File: config.mk
export PLATFORM = sky130hd
export DESIGN_NAME = match_ctrl
export DESIGN_NICKNAME = d
export VERILOG_FILES = /design/src/rtl/match_ctrl_pkg.sv /design/src/rtl/match_ctrl_btn_sync.sv /design/src/rtl/match_ctrl.sv
export SDC_FILE = /design/constraint.sdc
export NUM_CORES = 1
export LEC_CHECK = 0
export ABC_AREA = 1
export CORE_ASPECT_RATIO = 0.7
export CORE_MARGIN = 3
export CORE_UTILIZATION = 56
export CTS_CLUSTER_SIZE = 40
export DETAILED_ROUTE_END_ITERATION = 10
export PLACE_DENSITY_LB_ADDON = 0.15
export SLEW_MARGIN = 20
export SYNTH_ARGS = -nofsm -noshare
export SYNTH_HDL_FRONTEND = slang
export SYNTH_SLANG_ARGS = --single-unit
File: constraint.sdc
create_clock -name clk -period 2.3 [get_ports clk]
set_input_delay 0.345 -clock clk [delete_from_list [all_inputs] [get_ports clk]]
set_output_delay 0.345 -clock clk [all_outputs]
set_load 0.05 [all_outputs]
File: src/rtl/match_ctrl_pkg.sv
// Shared encodings and default timing for the match controller.
package match_ctrl_pkg;

  typedef enum logic [2:0] {
    ST_IDLE      = 3'd0,
    ST_SERVE     = 3'd1,
    ST_PLAY      = 3'd2,
    ST_POINT     = 3'd3,
    ST_MATCH_END = 3'd4
  } state_t;

  localparam logic [1:0] WIN_NONE = 2'd0;
  localparam logic [1:0] WIN_P1   = 2'd1;
  localparam logic [1:0] WIN_P2   = 2'd2;

  localparam int DEF_WIN_SCORE    = 7;
  localparam int DEF_SERVE_FRAMES = 60;
  localparam int DEF_PAUSE_FRAMES = 90;

  function automatic logic [3:0] sat_inc(input logic [3:0] val, input logic [3:0] lim);
    return (val >= lim) ? lim : val + 4'd1;
  endfunction

endpackage

File: src/rtl/match_ctrl_btn_sync.sv
// Two-flop synchroniser for the raw start button plus a rising-edge pulse.
module btn_sync (
  input  logic clk,
  input  logic rst_n,
  input  logic btn_raw,
  output logic btn_rise
);

  logic [1:0] sync_reg;
  logic       prev_reg;

  always_ff @(posedge clk or negedge rst_n) begin
    if (!rst_n) begin
      sync_reg <= 2'b00;
      prev_reg <= 1'b0;
    end else begin
      sync_reg <= {sync_reg[0], btn_raw};
      prev_reg <= sync_reg[1];
    end
  end

  assign btn_rise = sync_reg[1] & ~prev_reg;

endmodule

File: src/rtl/match_ctrl.sv
// Match sequencing: serve countdown, rally gating of physics, point pause and scoring.
module match_ctrl
  import match_ctrl_pkg::*;
#(
  parameter int WIN_SCORE    = DEF_WIN_SCORE,
  parameter int SERVE_FRAMES = DEF_SERVE_FRAMES,
  parameter int PAUSE_FRAMES = DEF_PAUSE_FRAMES
) (
  input  logic       clk,
  input  logic       rst_n,
  input  logic       frame_tick,
  input  logic       start_btn,
  input  logic       game_over,
  input  logic [1:0] winner,
  input  logic       valid,
  output logic       phys_en,
  output logic [3:0] p1_score,
  output logic [3:0] p2_score,
  output logic [2:0] state,
  output logic [1:0] last_winner,
  output logic       match_over,
  output logic [1:0] match_winner,
  output logic       point_flash
);

  localparam logic [3:0] WIN_L   = WIN_SCORE[3:0];
  localparam logic [7:0] SERVE_L = SERVE_FRAMES[7:0];
  localparam logic [7:0] PAUSE_L = PAUSE_FRAMES[7:0];

  state_t     state_reg, state_next;
  logic [7:0] cnt_reg, cnt_next;
  logic [3:0] p1_reg, p1_next;
  logic [3:0] p2_reg, p2_next;
  logic [1:0] last_reg, last_next;
  logic       start_pulse;
  logic       point_event;

  btn_sync u_btn_sync (
    .clk      (clk),
    .rst_n    (rst_n),
    .btn_raw  (start_btn),
    .btn_rise (start_pulse)
  );

  assign point_event = valid && game_over &&
                       (winner == WIN_P1 || winner == WIN_P2) &&
                       (state_reg == ST_PLAY);

  always_ff @(posedge clk or negedge rst_n) begin
    if (!rst_n) begin
      state_reg <= ST_IDLE;
      cnt_reg   <= 8'd0;
      p1_reg    <= 4'd0;
      p2_reg    <= 4'd0;
      last_reg  <= WIN_NONE;
    end else begin
      state_reg <= state_next;
      cnt_reg   <= cnt_next;
      p1_reg    <= p1_next;
      p2_reg    <= p2_next;
      last_reg  <= last_next;
    end
  end

  always_comb begin
    state_next   = state_reg;
    cnt_next     = cnt_reg;
    p1_next      = p1_reg;
    p2_next      = p2_reg;
    last_next    = last_reg;
    phys_en      = 1'b0;
    match_over   = 1'b0;
    match_winner = WIN_NONE;
    point_flash  = 1'b0;

    case (state_reg)
      ST_IDLE, ST_MATCH_END: begin
        if (state_reg == ST_MATCH_END) begin
          match_over   = 1'b1;
          match_winner = (p1_reg == WIN_L) ? WIN_P1 : WIN_P2;
        end
        if (start_pulse) begin
          p1_next    = 4'd0;
          p2_next    = 4'd0;
          last_next  = WIN_NONE;
          cnt_next   = SERVE_L;
          state_next = ST_SERVE;
        end
      end
      ST_SERVE: begin
        if (frame_tick) begin
          // Leave on the 1 -> 0 tick so the counter never wraps.
          if (cnt_reg <= 8'd1) begin
            cnt_next   = 8'd0;
            state_next = ST_PLAY;
          end else begin
            cnt_next = cnt_reg - 8'd1;
          end
        end
      end
      ST_PLAY: begin
        phys_en = frame_tick;
        if (point_event) begin
          if (winner == WIN_P1) p1_next = sat_inc(p1_reg, WIN_L);
          else                  p2_next = sat_inc(p2_reg, WIN_L);
          last_next  = winner;
          cnt_next   = PAUSE_L;
          state_next = ST_POINT;
        end
      end
      ST_POINT: begin
        point_flash = 1'b1;
        if (frame_tick) begin
          if (cnt_reg <= 8'd1) begin
            if (p1_reg == WIN_L || p2_reg == WIN_L) begin
              cnt_next   = 8'd0;
              state_next = ST_MATCH_END;
            end else begin
              cnt_next   = SERVE_L;
              state_next = ST_SERVE;
            end
          end else begin
            cnt_next = cnt_reg - 8'd1;
          end
        end
      end
      default: state_next = ST_IDLE;
    endcase
  end

  assign state       = state_reg;
  assign p1_score    = p1_reg;
  assign p2_score    = p2_reg;
  assign last_winner = last_reg;

endmodule

==> results.cfg <==
[synth]
synth_cell_types = 20
synth_area_leaders = sky130_fd_sc_hd__dfrtp_1 42%, sky130_fd_sc_hd__nand2_1 10%, sky130_fd_sc_hd__inv_1 7.3%
synthesized_nets = 206
yosys_warns = 0
synthCells = 193
synthDominantAreaCellType = sky130_fd_sc_hd__dfrtp_1
postSynthRegisterBits = 24
syn_area_um2 = 1440
synth_top_area_share = 0.418
avg_synthesized_cell_area_um2 = 7.44
register_area_share_after_synthesis = 0.418

[die]
die-width_um = 66.5
io_pins = 26
die-area_um2 = 3220
start_util = 0.626
die-height_um = 48.4
core_region_um2 = 2290
fp-row-count = 14

[pwr]
power.density_cell_area_nw_per_um2 = 1260
worst_ir_drop_vdd_uv = 895
power_uw = 2300
p_leak_uw = 0.000896

[route]
avgRoutedWirePerCell_um = 13.9
drt_drc_violations_left = 0
drt_first_pass_iters = 4
drtAntennaViolNets = 0
via_count_normalized_by_instance_count = 5.53
drt-initial-drc-count = 126
drt_wl_total_mm = 3.56
vias = 1409

[sta]
period_share = 0.901
grt_setup_unrepaired = no
tightestPinTransition_ps = 571
clock_skew_ps = 0.893
final_hold_viol_count = 0
final.min_clock_period_ps = 2070
drv_slew = 0
timing.max_slew.rel_slack = 0.616
report.final.setup_viol = 0
fmaxAchievable_mhz = 483
hold_slack_ps = 370

[place]
dp_hpwl_mm = 2.65
gp_routability_congestion = 0.819
numPortBuffers = 25
placement.cell_area_um2 = 1750

[clock_network]
insertion_delay_ps = 270
cts_max_path_buffers = 2
cts.htree.levels = 1
post_cts_buffers = 0
ctsRootBufferMaster = sky130_fd_sc_hd__clkbuf_8
cts_buffers = 3
cts_hold_buf = 0
cts_resized = 0
clk_sink_count = 24
cts.reportedPaths.clkPinSlew_ps = 90
tritoncts = done

[finish]
design_area_um2 = 1820
area_growth_pct = 26.6
antenna_cells = 0
final_cell_mix = 40 x sky130_fd_sc_hd__nand2_1, 28 x sky130_fd_sc_hd__inv_1, 28 x sky130_fd_sc_hd__nor2_1
layout_commonest_cell = sky130_fd_sc_hd__nand2_1
largest_reg_flops = 8
drive_above_1_share = 0.0942
finish.utilization = 0.792
num-nets-final = 237

[worst_setup_path]
setup.worst_path.class = reg2out
largest_stage_delay_on_the_critical_path_ps = 470
crit_chain = nor2_1 -> inv_1 -> nor3_1 -> buf_12
cp-end-kind = output pin
start_kind = flop
worst-path-max-fanout = 6
crit_arrival_ps = 1730
timing.critical_path.slowest_stage_cell = sky130_fd_sc_hd__dfrtp_1
worst_ep_required_time_ps = 1960

[grt]
grt_antenna_before_repair = 0
vias_in_the_first_global_route = 1319
global_route_wire_length_before_repair_mm = 5.98
grt.total_usage = 0.242
grt_max_degree = 25
grt-ovfl-total = 0

[status]
status = complete, no violations

[hold_path]
holdCritPathClass = reg2reg

[flow_run]
cap_violations = 0
-- per-stage QoR --
step / TNS, ps / std cells / setup slack (ps)
after CTS: 0 / 255 / 250
after floorplan: -347 / 193 / -173
final: 0 / 255 / 228
after global routing: 0 / 255 / 71.0
after global placement: 0 / 251 / 298
after detailed placement: 0 / 251 / 250
-- path summary, 6_finish.rpt --
kind / startpoint / end / slack [ps] / cells past startpoint
min reg2reg: u_btn_sync.sync_reg[0] / u_btn_sync.sync_reg[1] / 370 / 0
max: state[0] / match_winner[1] / 230 / 4
max reg2reg: state[2] / p2_score[2] / 590 / 10
max in group asynchronous: rst_n / u_btn_sync.sync_reg[1] / 1640 / 2
min in group asynchronous: rst_n / last_winner[1] / 420 / 2
min: u_btn_sync.sync_reg[0] / u_btn_sync.sync_reg[1] / 370 / 0
-- worst max-delay path: cells and delay by family, from the launching register on --
kind | cells | cell delay (ps)
AND/OR/NAND/NOR | 2 | 620
flip-flops | 1 | 470
buffers and inverters | 2 | 360
-- Yosys cell counts --
cell,count
sky130_fd_sc_hd__o311ai_0,1
sky130_fd_sc_hd__nand3_1,13
sky130_fd_sc_hd__nor2_1,28
sky130_fd_sc_hd__o21ai_0,20
sky130_fd_sc_hd__nor2_4,4
sky130_fd_sc_hd__a21oi_1,7
sky130_fd_sc_hd__nor2_2,1
sky130_fd_sc_hd__ha_1,5
sky130_fd_sc_hd__nand3_2,1
sky130_fd_sc_hd__inv_2,2
sky130_fd_sc_hd__o31ai_1,2
sky130_fd_sc_hd__nand2_1,40
sky130_fd_sc_hd__nand3b_1,1
sky130_fd_sc_hd__inv_1,28
sky130_fd_sc_hd__dfrtp_1,24
sky130_fd_sc_hd__nor3_1,4
sky130_fd_sc_hd__nand2_4,2
sky130_fd_sc_hd__nand4_1,6
sky130_fd_sc_hd__xor2_1,3
sky130_fd_sc_hd__nand2_2,1
-- where the power goes --
group | internal, µW | switching (µW)
registers | 532 | 108
clock network | 233 | 145
logic | 385 | 894
total | 1150 | 1150
-- cells by family after synthesis --
kind of cell | Yosys count | synth area share
buffers and inverters | 30 | 0.0784
XOR/XNOR | 3 | 0.0183
AND/OR/NAND/NOR | 101 | 0.331
adder cells (fa/ha/maj) | 5 | 0.0436
flip-flops | 24 | 0.418
AO/OA/AOI/OAI | 30 | 0.111
-- layout make-up --
class                      instances  area, µm²
fill                             168        477
timing repair buffer              26        270
multi-input combinational        139        723
clock buffer                       3       41.3
sequential                        24        601
clock inverter                     1       30.0
tap                               32       40.0
inverter                          30        113
-- routing by layer --
metal	vias to the layer above	global-route usage	share of wire
met5	-	0	0
met4	0	0.0980	0.014
met3	6	0.0579	0.068
met2	65	0.349	0.46
met1	648	0.346	0.46
li1	690	-	-
Power figures use the tool's default switching activity.
